<file path="src/rtl/uart_tx_ctrl.sv">
// ---------------------------------------------------------------------------
// uart_tx_ctrl
//
// Frame controller for the UART transmitter. It sequences one frame:
// start bit, WIDTH data bits taken from the external serializer, an optional
// parity bit and a stop bit. One bit is sent per CLK cycle (CLK is the baud
// clock). Back-to-back frames are supported by accepting a new word during
// the stop bit and reloading the serializer in the same edge.
//
// State table:
//   state     | meaning
//   ----------+-----------------------------------------------------------
//   ST_IDLE   | line idle (high), waiting for Data_valid
//   ST_START  | start bit (low); serializer preloads d0 onto Ser_data
//   ST_DATA   | data bits from serializer, exactly WIDTH cycles
//   ST_PARITY | registered parity bit (only when par_en was set at accept)
//   ST_STOP   | stop bit (high); a new word here starts the next frame
//
// Ports:
//   CLK           in   TX baud clock, rising edge
//   Reset         in   asynchronous, active-low reset
//   Data          in   parallel word, used only for the parity calculation
//   Data_valid    in   single-cycle strobe, new word on Data
//   PAR_EN        in   1 = append parity bit (sampled at accept)
//   PAR_TYP       in   0 = even, 1 = odd parity (sampled at accept)
//   Ser_data      in   current serializer bit (LSB first)
//   Ser_done      in   serializer has presented all WIDTH bits
//   Ser_EN        out  serializer shift enable
//   valid_instop  out  serializer reload strobe during the stop bit
//   Busy          out  frame in progress
//   TX_OUT        out  serial line, idles high
// ---------------------------------------------------------------------------
module uart_tx_ctrl #(
    parameter int WIDTH = 8
) (
    input  logic             CLK,
    input  logic             Reset,
    input  logic [WIDTH-1:0] Data,
    input  logic             Data_valid,
    input  logic             PAR_EN,
    input  logic             PAR_TYP,
    input  logic             Ser_data,
    input  logic             Ser_done,
    output logic             Ser_EN,
    output logic             valid_instop,
    output logic             Busy,
    output logic             TX_OUT
);

    localparam logic [2:0] ST_IDLE   = 3'd0;
    localparam logic [2:0] ST_START  = 3'd1;
    localparam logic [2:0] ST_DATA   = 3'd2;
    localparam logic [2:0] ST_PARITY = 3'd3;
    localparam logic [2:0] ST_STOP   = 3'd4;

    logic [2:0] state_q;
    logic [2:0] state_d;
    logic       parity_q;
    logic       parity_d;
    logic       par_en_q;
    logic       par_en_d;
    logic       accept;

    // A word is only taken when no frame is being shifted, or during the stop
    // bit, where it chains straight into the next start bit.
    assign accept = Data_valid & ((state_q == ST_IDLE) | (state_q == ST_STOP));

    always_comb begin
        state_d  = state_q;
        parity_d = parity_q;
        par_en_d = par_en_q;

        if (accept) begin
            // Parity is frozen here so later changes on Data cannot corrupt
            // the frame in flight.
            parity_d = (^Data) ^ PAR_TYP;
            par_en_d = PAR_EN;
        end

        case (state_q)
            ST_IDLE: begin
                if (Data_valid) begin
                    state_d = ST_START;
                end
            end
            ST_START: begin
                state_d = ST_DATA;
            end
            ST_DATA: begin
                if (Ser_done) begin
                    state_d = par_en_q ? ST_PARITY : ST_STOP;
                end
            end
            ST_PARITY: begin
                state_d = ST_STOP;
            end
            ST_STOP: begin
                // A new word wins over returning to idle.
                state_d = Data_valid ? ST_START : ST_IDLE;
            end
            default: begin
                state_d = ST_IDLE;
            end
        endcase
    end

    always_ff @(posedge CLK or negedge Reset) begin
        if (!Reset) begin
            state_q  <= ST_IDLE;
            parity_q <= 1'b0;
            par_en_q <= 1'b0;
        end else begin
            state_q  <= state_d;
            parity_q <= parity_d;
            par_en_q <= par_en_d;
        end
    end

    // Outputs are decoded from the current state so reset forces the idle
    // line level immediately, without waiting for a clock edge.
    always_comb begin
        TX_OUT       = 1'b1;
        Ser_EN       = 1'b0;
        valid_instop = 1'b0;

        case (state_q)
            ST_IDLE: begin
                TX_OUT = 1'b1;
            end
            ST_START: begin
                TX_OUT = 1'b0;
                Ser_EN = 1'b1;
            end
            ST_DATA: begin
                TX_OUT = Ser_data;
                // Stop shifting on the last bit so the serializer never runs
                // past WIDTH.
                Ser_EN = ~Ser_done;
            end
            ST_PARITY: begin
                TX_OUT = parity_q;
            end
            ST_STOP: begin
                TX_OUT       = 1'b1;
                valid_instop = Data_valid;
            end
            default: begin
                TX_OUT = 1'b1;
            end
        endcase
    end

    assign Busy = (state_q != ST_IDLE);

endmodule
</file>
<file path="config.mk">
export PLATFORM = sky130hd
export DESIGN_NAME = uart_tx_ctrl
export DESIGN_NICKNAME = d
export VERILOG_FILES = /design/src/rtl/uart_tx_ctrl.sv
export SDC_FILE = /design/constraint.sdc
export NUM_CORES = 1
export LEC_CHECK = 0
export BUFFER_PORTS_ARGS = -buffer_cell sky130_fd_sc_hd__buf_2
export CAP_MARGIN = 20
export CORE_AREA = 8 8 45 47
export DETAILED_ROUTE_END_ITERATION = 16
export DIE_AREA = 0 0 53 55
export GPL_TIMING_DRIVEN = 0
export HOLD_SLACK_MARGIN = 0.15
export PLACE_DENSITY_LB_ADDON = 0.2
export SYNTH_ARGS = -nofsm -noshare
export SYNTH_HDL_FRONTEND = slang
export SYNTH_SLANG_ARGS = --single-unit
</file>
<file path="constraint.sdc">
create_clock -name CLK -period 2.4 [get_ports CLK]
set_input_delay 0 -clock CLK [delete_from_list [all_inputs] [get_ports CLK]]
set_output_delay 0 -clock CLK [all_outputs]
set_load 0.02 [all_outputs]
</file>
==> results_dict.tcl, run 1 <==
set metrics [dict create \
    dpl.hpwl_um 628 \
    worstPathRequired_ns 2.57 \
    totalWireLength_um 806 \
    num_antenna_cells 0 \
    grt_setup_unrepaired "false" \
    clock.fmax_ghz 0.665 \
    end_kind "flip-flop" \
    die_w_um 53 \
    clkTransAtPathRegs_ns 0.04 \
    vias 337 \
    grt_pass1_vias 363 \
    synth-xor-area-share_pct 22.5 \
    clockRootBuffer "clkbuf_4" \
    fin_ws_ns 0.897 \
    seqCellArea_um2 125 \
    syn_avg_cell_area_um2 9.28 \
    placed_cells 70 \
    utilization_pct 39.1 \
    netlist_area_um2 334 \
    drive_gt1_share_pct 33.8 \
    start_kind "flip-flop" \
    arrival_ns 1.68 \
    cts_tree "yes" \
    synth_compound_area_share_pct 12.0 \
    final_common_cell "buf_2" \
    dr.pass1.iters 5 \
    viasPerCell 4.16 \
    rows 14 \
    cts_buffer_depth 2 \
    synth_cells 36 \
    synth_seq_cells 5 \
    synth_adder_area_share_pct 0 \
    overflow 0 \
    muxShareOfSynthArea_pct 3.37 \
    routabilityCongestion 0.675 \
    slew_viol_final 0 \
    final_cell_count_no_fill 81 \
    syn2layout_area_growth_pct 61.8 \
    max_slew_margin_pct 77.3 \
    power_density_mw_per_mm2 953 \
    drtIter0Drc 4 \
    port_buffers 18 \
    antenna_left 0 \
    path_max_fanout 10 \
    skew_ns 0.00194 \
    nets 81 \
    fillCellCount 151 \
    numCtsBuffers 3 \
    drv_cap 0 \
    cts_sinks 5 \
    final.setup.tns_ns 0 \
    finalSetupViolCount 0 \
    vdd_drop_max_mv 0.406 \
    die_y_um 55 \
    drc 0 \
    grt_first_pass_wirelength_um 1500 \
    antenna_found_initial 0 \
    drt-wirelength-per-cell_um 9.95 \
    period_share_pct 62.6 \
    cts.htree.levels 1 \
    leakage_nw 0.271 \
    dp_slack_ns 1.11 \
    layout_common_cells "18 x buf_2, 7 x dlygate4sd3_1, 5 x a21oi_1, 5 x dfrtp_1" \
    ios 19 \
    worst-setup-path-type "reg2reg" \
    yosysWarnings 0 \
    initial_core_util_pct 24.1 \
    synthSimpleGateAreaFrac_pct 20.2 \
    status "finished, final reports clean" \
    min_period_ns 1.50 \
    syn-num-nets 51 \
    hold_viol_final 0 \
    ys_seq_area_share_pct 37.5 \
    synth_top_family_by_area "XOR/XNOR gates" \
    grt_usage_pct 7.19 \
    clk_latency_ns 0.24 \
    dieArea_mm2 0.00292 \
    fin_total_pwr_w 0.000515 \
    hp-class "in2reg" \
    multi_input_area_um2 194 \
    synthDistinctLibCells 17 \
    coreArea_mm2 0.00138 \
    grt_max_degree 11 \
    tightest_slew_ns 0.340 \
]
==> area by class of cell <==
type | instances | share of cell area (%)
Inverter | 3 | 2.08
Buffer | 1 | 0.694
Tap cell | 16 | 3.70
Timing Repair Buffer | 25 | 29.6
Clock buffer | 4 | 4.86
Sequential cell | 5 | 23.1
Multi-Input combinational cell | 27 | 35.9
==> cell usage after synthesis, drive strengths merged <==
cell	number	area, µm²
a21oi	5	25.0
dfrtp	5	125
nand2b	4	25.0
xnor2	4	35.0
inv	3	11.3
nand2	2	7.51
nand3	2	10.0
xor2	2	17.5
a311o	1	10.0
and3	1	6.26
clkbuf	1	3.75
mux2	1	11.3
nand4b	1	8.76
nor2	1	3.75
o21ai	1	5.00
or3	1	6.26
xnor3	1	22.5
==> what timing repair did <==
item,in CTS,in global routing
buffers inserted,0,0
gates resized for setup,0,0
hold buffers,6,1
hold endpoints to repair,10,1
==> critical path: stages, from the launching register on <==
cell and delay, ns:
dfrtp_1 0.31, clkbuf_1 0.29, nand4b_1 0.14, a21oi_1 0.15, dlygate4sd3_1 0.56
==> cell families after synthesis <==
logic type                after synthesis
and+or+nand+nor                        12
AOI/OAI and AO/OA                       7
xor gates and xnor gates                7
DFF                                     5
buffers and inverters                   4
muxes                                   1
==> power breakdown <==
part	leakage [nW]	total, W	switching (W)	internal [W]
Clock	0.0150	0.0000952	0.0000325	0.0000627
Combinational	0.194	0.000265	0.000138	0.000127
Sequential	0.0630	0.000155	0.0000328	0.000122
Total	0.271	0.000515	0.000204	0.000311
==> layer usage <==
layer / GRT usage [%] / vias up / routed length (µm)
met5: 0 / - / 0
met4: 5.17 / 0 / 0
met3: 4.01 / 0 / 86
met2: 10.9 / 11 / 350
met1: 7.37 / 147 / 369
li1: - / 179 / -
==> worst paths after layout <==
kind	end	start	slack, ns	cells after the start
setup reg to reg	state_q[0]	state_q[1]	0.90	4
max in group asynchronous	par_en_q	Reset	1.53	3
min in group asynchronous	state_q[0]	Reset	0.68	3
hold / removal	parity_q	Data[3]	0.27	5
hold reg to reg	parity_q	parity_q	0.51	2
setup / recovery	state_q[0]	state_q[1]	0.90	4
==> flip-flops by register name, summed over array words and instances (netlist names) <==
name / flops
state_q: 3
par_en_q: 1
parity_q: 1
==> stage by stage <==
step	hold slack [ns]	instance area, µm²
after floorplan	-0.296	334
after global placement	-0.182	444
after detailed placement	-0.182	444
after CTS	0.151	531
after global routing	0.279	541
final	0.269	541
No activity file was read; power rests on OpenSTA's default activity.
==> inputs of run 2 (changes only) <==
--- a/config.mk
+++ b/config.mk
@@ -5,6 +5,7 @@
 export SDC_FILE = /design/constraint.sdc
 export NUM_CORES = 1
 export LEC_CHECK = 0
+export ABC_AREA = 1
 export BUFFER_PORTS_ARGS = -buffer_cell sky130_fd_sc_hd__buf_2
 export CAP_MARGIN = 20
 export CORE_AREA = 8 8 45 47
==> constraint.sdc (replaced) <==
create_clock -name CLK -period 1.55 [get_ports CLK]
set_input_delay 0 -clock CLK [delete_from_list [all_inputs] [get_ports CLK]]
set_output_delay 0 -clock CLK [all_outputs]
set_load 0.02 [all_outputs]
==> results_dict.tcl, run 2 <==
set metrics [dict create \
    period_share_pct 86.9 \
    grt_pass1_vias 452 \
    netlist_area_um2 408 \
    fin_ws_ns 0.204 \
    dp_slack_ns 0.435 \
    port_buffers 18 \
    yosysWarnings 0 \
    die_w_um 53 \
    clock.fmax_ghz 0.743 \
    reg.largest.list "state_q: 3 flops, par_en_q: 1 flops, parity_q: 1 flops" \
    crit_buf_inv 2 \
    clkTransAtPathRegs_ns 0.04 \
    drc 0 \
    finalSetupViolCount 0 \
    grt_setup_unrepaired "false" \
    dieArea_mm2 0.00292 \
    top_register "state_q" \
    grt_usage_pct 8.11 \
    post_cts_buffers 0 \
    yosys-top-cells-count "19 x nand2_1, 11 x inv_1, 9 x nor2_1" \
    worstPathRequired_ns 1.55 \
    dr.pass1.iters 4 \
    drt-wirelength-per-cell_um 9.15 \
    fin_total_pwr_w 0.000914 \
    final_common_cell "nand2_1" \
    antenna_found_initial 0 \
    grt_max_degree 7 \
    critPathTopFamily "flip-flops" \
    crit_chain "inv_1, nand3_2, or2_4, o21ai_0, buf_2" \
    die_y_um 55 \
    slew_viol_final 0 \
    vias 450 \
    routabilityCongestion 0.701 \
    cts_buffer_depth 2 \
    start_kind "flip-flop" \
    cts_sinks 5 \
    arrival_ns 1.35 \
    syn_avg_cell_area_um2 6.58 \
    max_slew_margin_pct 82.9 \
    clk_latency_ns 0.25 \
    hold_path_depth 7 \
    vdd_drop_max_mv 0.372 \
    drive_gt1_share_pct 29.2 \
    status "finished, final reports clean" \
    crit_cells 5 \
    worst-setup-path-type "reg2out" \
    cpPeakStageDelay_ns 0.37 \
    yosys-top-cells-area "dfrtp_1 31%, nand2_1 17%, inv_1 10%" \
    fin_hold_ws_ns 0.229 \
    grt_first_pass_wirelength_um 1660 \
    final.setup.tns_ns 0 \
    syn-num-nets 77 \
    min_period_ns 1.35 \
    ys.flop_type "dfrtp_1" \
    syn2layout_area_growth_pct 45.7 \
    synth_top_area_share_pct 30.7 \
    leakage_nw 0.339 \
    layout_common_cells "19 x nand2_1, 18 x buf_2, 11 x inv_1" \
    cts_tree "yes" \
    yosys.area.top_type "dfrtp_1" \
    yosysMostFrequentCell "nand2_1" \
    synth_cells 62 \
    tightest_slew_ns 0.255 \
    hold_viol_final 0 \
    hp-class "in2reg" \
    clockRootBuffer "clkbuf_4" \
    synthArstFlopShare_pct 100 \
    dpl.hpwl_um 774 \
    antenna_left 0 \
    slowest_stage "dfrtp_1" \
    coreArea_mm2 0.00138 \
    synthDistinctLibCells 14 \
    ff2ff_path_depth 5 \
    path_max_fanout 4 \
    end_kind "primary output" \
    synth_edf_count 0 \
    synth_seq_cells 5 \
    drv_cap 0 \
    nets 105 \
    overflow 0 \
    power_density_mw_per_mm2 1540 \
    num_antenna_cells 0 \
    rows 14 \
    numCtsBuffers 3 \
    viasPerCell 4.29 \
    ios 19 \
    drtIter0Drc 2 \
    largest_reg_flops 3 \
    skew_ns 0.00292 \
    cts.htree.levels 1 \
    initial_core_util_pct 29.5 \
    fillCellCount 147 \
    ys_seq_area_share_pct 30.7 \
    totalWireLength_um 961 \
]
-- run 2: changes by cell type in the layout (fill, tap and decap cells not counted), moves of 2 or more --
| cell | previous run | this run |
|---|---|---|
| nand2_1 | 2 | 19 |
| inv_1 | 3 | 11 |
| nor2_1 | 1 | 9 |
| a21oi_1 | 5 | 1 |
| nand2b_1 | 4 | 0 |
| nand3_1 | 2 | 5 |
| o21ai_0 | 0 | 3 |
| dlygate4sd3_1 | 7 | 5 |
| xnor2_1 | 4 | 2 |
-- run 2: final cells by class --
type,count,area [µm²],share of cell area (%)
inverters,11,41.3,6.95
flip-flops and latches,5,125,21.1
repair buffers,23,140,23.6
well taps,16,20.0,3.37
clock buffers,4,26.3,4.42
multi-input cells,46,241,40.6
-- run 2: cell families (layout without fill, tap and decap cells) --
| group | after synthesis | after routing | share of synthesized area, % |
|---|---|---|---|
| compound gates | 7 | 7 | 14.1 |
| xor+xnor | 4 | 4 | 8.59 |
| buf+inv | 11 | 38 | 10.1 |
| flops | 5 | 5 | 30.7 |
| simple gates | 35 | 35 | 36.5 |
-- run 2: power by group --
group	switching, W	leakage [nW]	internal, W
logic	0.000323	0.261	0.000193
clock network	0.0000578	0.0150	0.0000976
registers	0.0000468	0.0628	0.000196
total	0.000428	0.339	0.000487
-- run 2: final timing paths --
check	startpoint	to	slack (ns)
hold / removal	Data[6]	parity_q	0.23
max in group asynchronous	Reset	parity_q	0.67
setup / recovery	state_q[2]	Ser_EN	0.20
min in group asynchronous	Reset	state_q[1]	0.67
hold reg to reg	par_en_q	state_q[2]	0.46
setup reg to reg	state_q[2]	state_q[0]	0.44
-- run 2: routing by layer --
layer / track usage, % / part of all wire [%]
met5: 0 / 0
met1: 7.67 / 43
met2: 11.9 / 43
met3: 3.48 / 9.3
met4: 10.3 / 4.3
-- run 2: worst min-delay path: stages --
cell     delay (ns)
buf_2          0.08
xor2_1         0.06
inv_1          0.05
nand2_1        0.06
nand3_1        0.06
nand3_1        0.07
nand2_1        0.05
-- run 2: timing repair --
item,CTS,global route
hold buffers,5,0
hold endpoints to repair,10,0
resized for setup,0,0
-- run 2: metrics by stage --
| step | area, µm² | utilization (%) | cells |
|---|---|---|---|
| 5_1_grt | 594 | 42.9 | 105 |
| 2_1_floorplan | 408 | - | 62 |
| 3_5_place_dp | 518 | 37.4 | 96 |
| 6_report | 594 | 42.9 | 105 |
| 4_1_cts | 594 | 42.9 | 105 |
| 3_3_place_gp | 518 | 37.4 | 96 |
==> inputs of run 3 (changes only) <==
--- a/config.mk
+++ b/config.mk
@@ -6,9 +6,10 @@
 export NUM_CORES = 1
 export LEC_CHECK = 0
 export ABC_AREA = 1
-export BUFFER_PORTS_ARGS = -buffer_cell sky130_fd_sc_hd__buf_2
+export BUFFER_PORTS_ARGS = -buffer_cell sky130_fd_sc_hd__buf_4
 export CAP_MARGIN = 20
 export CORE_AREA = 8 8 45 47
+export CTS_CLUSTER_SIZE = 16
 export DETAILED_ROUTE_END_ITERATION = 16
 export DIE_AREA = 0 0 53 55
 export GPL_TIMING_DRIVEN = 0
==> constraint.sdc (replaced) <==
create_clock -name CLK -period 1.7 [get_ports CLK]
set_input_delay 0 -clock CLK [delete_from_list [all_inputs] [get_ports CLK]]
set_output_delay 0 -clock CLK [all_outputs]
set_load 0.02 [all_outputs]
==> results_dict.tcl, run 3 (synthesis gave the netlist of run 2 again) <==
set metrics [dict create \
    status "finished, final reports clean" \
    fin_total_pwr_w 0.000966 \
    vias 467 \
    end_kind "flip-flop" \
    reg.largest.list "state_q: 3 flops, par_en_q: 1 flops, parity_q: 1 flops" \
    largest_reg_flops 3 \
    r2r_slack_ns 0.07 \
    dpl.hpwl_um 848 \
    numCtsBuffers 3 \
    max_slew_margin_pct 83.2 \
    clkTransAtPathRegs_ns 0.05 \
    worstPathRequired_ns 1.82 \
    tightest_slew_ns 0.252 \
    grt_usage_pct 8.61 \
    crit_path_end "state_q[1]" \
    path_max_fanout 6 \
    grt_max_degree 7 \
    worst-setup-path-type "reg2reg" \
    routabilityCongestion 0.703 \
    viasPerCell 4.32 \
    vdd_drop_max_mv 0.464 \
    dieArea_mm2 0.00292 \
    num_antenna_cells 0 \
    drc 0 \
    leakage_nw 0.367 \
    antenna_found_initial 0 \
    fillCellCount 148 \
    drt-wirelength-per-cell_um 9.47 \
    final.setup.tns_ns 0 \
    power_density_mw_per_mm2 1450 \
    layout_common_cells "20 x buf_4, 18 x nand2_1, 9 x nor2_1, 9 x inv_1, 6 x dlygate4sd3_1" \
    min_period_ns 1.63 \
    hp-class "in2reg" \
    arrival_ns 1.75 \
    cts_buffer_depth 2 \
    die_w_um 53 \
    slew_viol_final 0 \
    coreArea_mm2 0.00138 \
    antenna_left 0 \
    overflow 0 \
    cts.htree.levels 1 \
    drv_cap 0 \
    ios 19 \
    hold_viol_final 0 \
    syn2layout_area_growth_pct 63.8 \
    dr.pass1.iters 2 \
    top_register "state_q" \
    rows 14 \
    totalWireLength_um 1020 \
    start_kind "flip-flop" \
    timing.rr.start "state_q[1]" \
    nets 108 \
    period_share_pct 95.9 \
    clock.fmax_ghz 0.613 \
    grt_first_pass_wirelength_um 1870 \
    clk_latency_ns 0.24 \
    port_buffers 18 \
    clockRootBuffer "clkbuf_4" \
    startpoint "state_q[1]" \
    cts_sinks 5 \
    ff2ff_path_depth 5 \
    die_y_um 55 \
    regToRegEndpoint "state_q[1]" \
    final_common_cell "buf_4" \
    finalSetupViolCount 0 \
    drtIter0Drc 2 \
    drive_gt1_share_pct 34.8 \
    grt_pass1_vias 485 \
    skew_ns 0.00610 \
    initial_core_util_pct 29.5 \
    cts_tree "yes" \
]
run 3: how the worst min path moves through the flow:
| stage | cells past startpoint | from | endpoint |
|---|---|---|---|
| global placement | 1 | Reset | state_q[2] |
| detailed placement | 1 | Reset | state_q[1] |
| finish | 7 | Data[6] | parity_q |
| global route | 7 | Data[4] | parity_q |
| floorplan | 0 | Reset | par_en_q |
| CTS | 7 | Data[6] | parity_q |
run 3: layer usage:
layer | vias to the layer above | global-route usage [%] | wire, µm
met5 | - | 0 | 0
met2 | 15 | 14.3 | 513
li1 | 252 | - | -
met3 | 2 | 2.14 | 65
met4 | 0 | 7.76 | 19
met1 | 198 | 8.90 | 424
run 3: where the power goes:
group	leakage (nW)	switching (W)	internal [W]
combinational	0.291	0.000323	0.000276
sequential	0.0615	0.0000476	0.000181
clock	0.0150	0.0000489	0.0000887
total	0.367	0.000420	0.000546
run 3: area by class of cell:
type	instances	area, µm²	share of cell area (%)
multi-input cells	46	244	36.5
clock buffers	4	26.3	3.93
repair buffers	26	210	31.5
inverters	11	41.3	6.18
well taps	16	20.0	3.00
flip-flops and latches	5	126	18.9
run 3: what timing repair did:
action / CTS / global route
endpoints found under the setup margin: 0 / 1
setup buffers: 0 / 2
resized for setup: 0 / 4
hold endpoints to repair: 10 / 0
hold buffers: 6 / 0
run 3: critical path: stages, from the launching register on:
cell	delay, ns
dfrtp_2	0.44
nor2_1	0.16
nand2_2	0.11
o21ai_4	0.20
o21ai_2	0.06
dlygate4sd3_1	0.55
run 3: stage by stage:
stage | util (%) | worst slack (ns) | instances | instance area [µm²] | hold WS [ns]
2_1_floorplan | - | 0.570 | 62 | 408 | -0.296
3_3_place_gp | 40.7 | 0.572 | 96 | 563 | -0.193
3_5_place_dp | 40.7 | 0.578 | 96 | 563 | -0.193
4_1_cts | 46.9 | 0.0327 | 106 | 649 | 0.224
5_1_grt | 48.3 | -0.00261 | 108 | 668 | 0.301
6_report | 48.3 | 0.0697 | 108 | 668 | 0.230
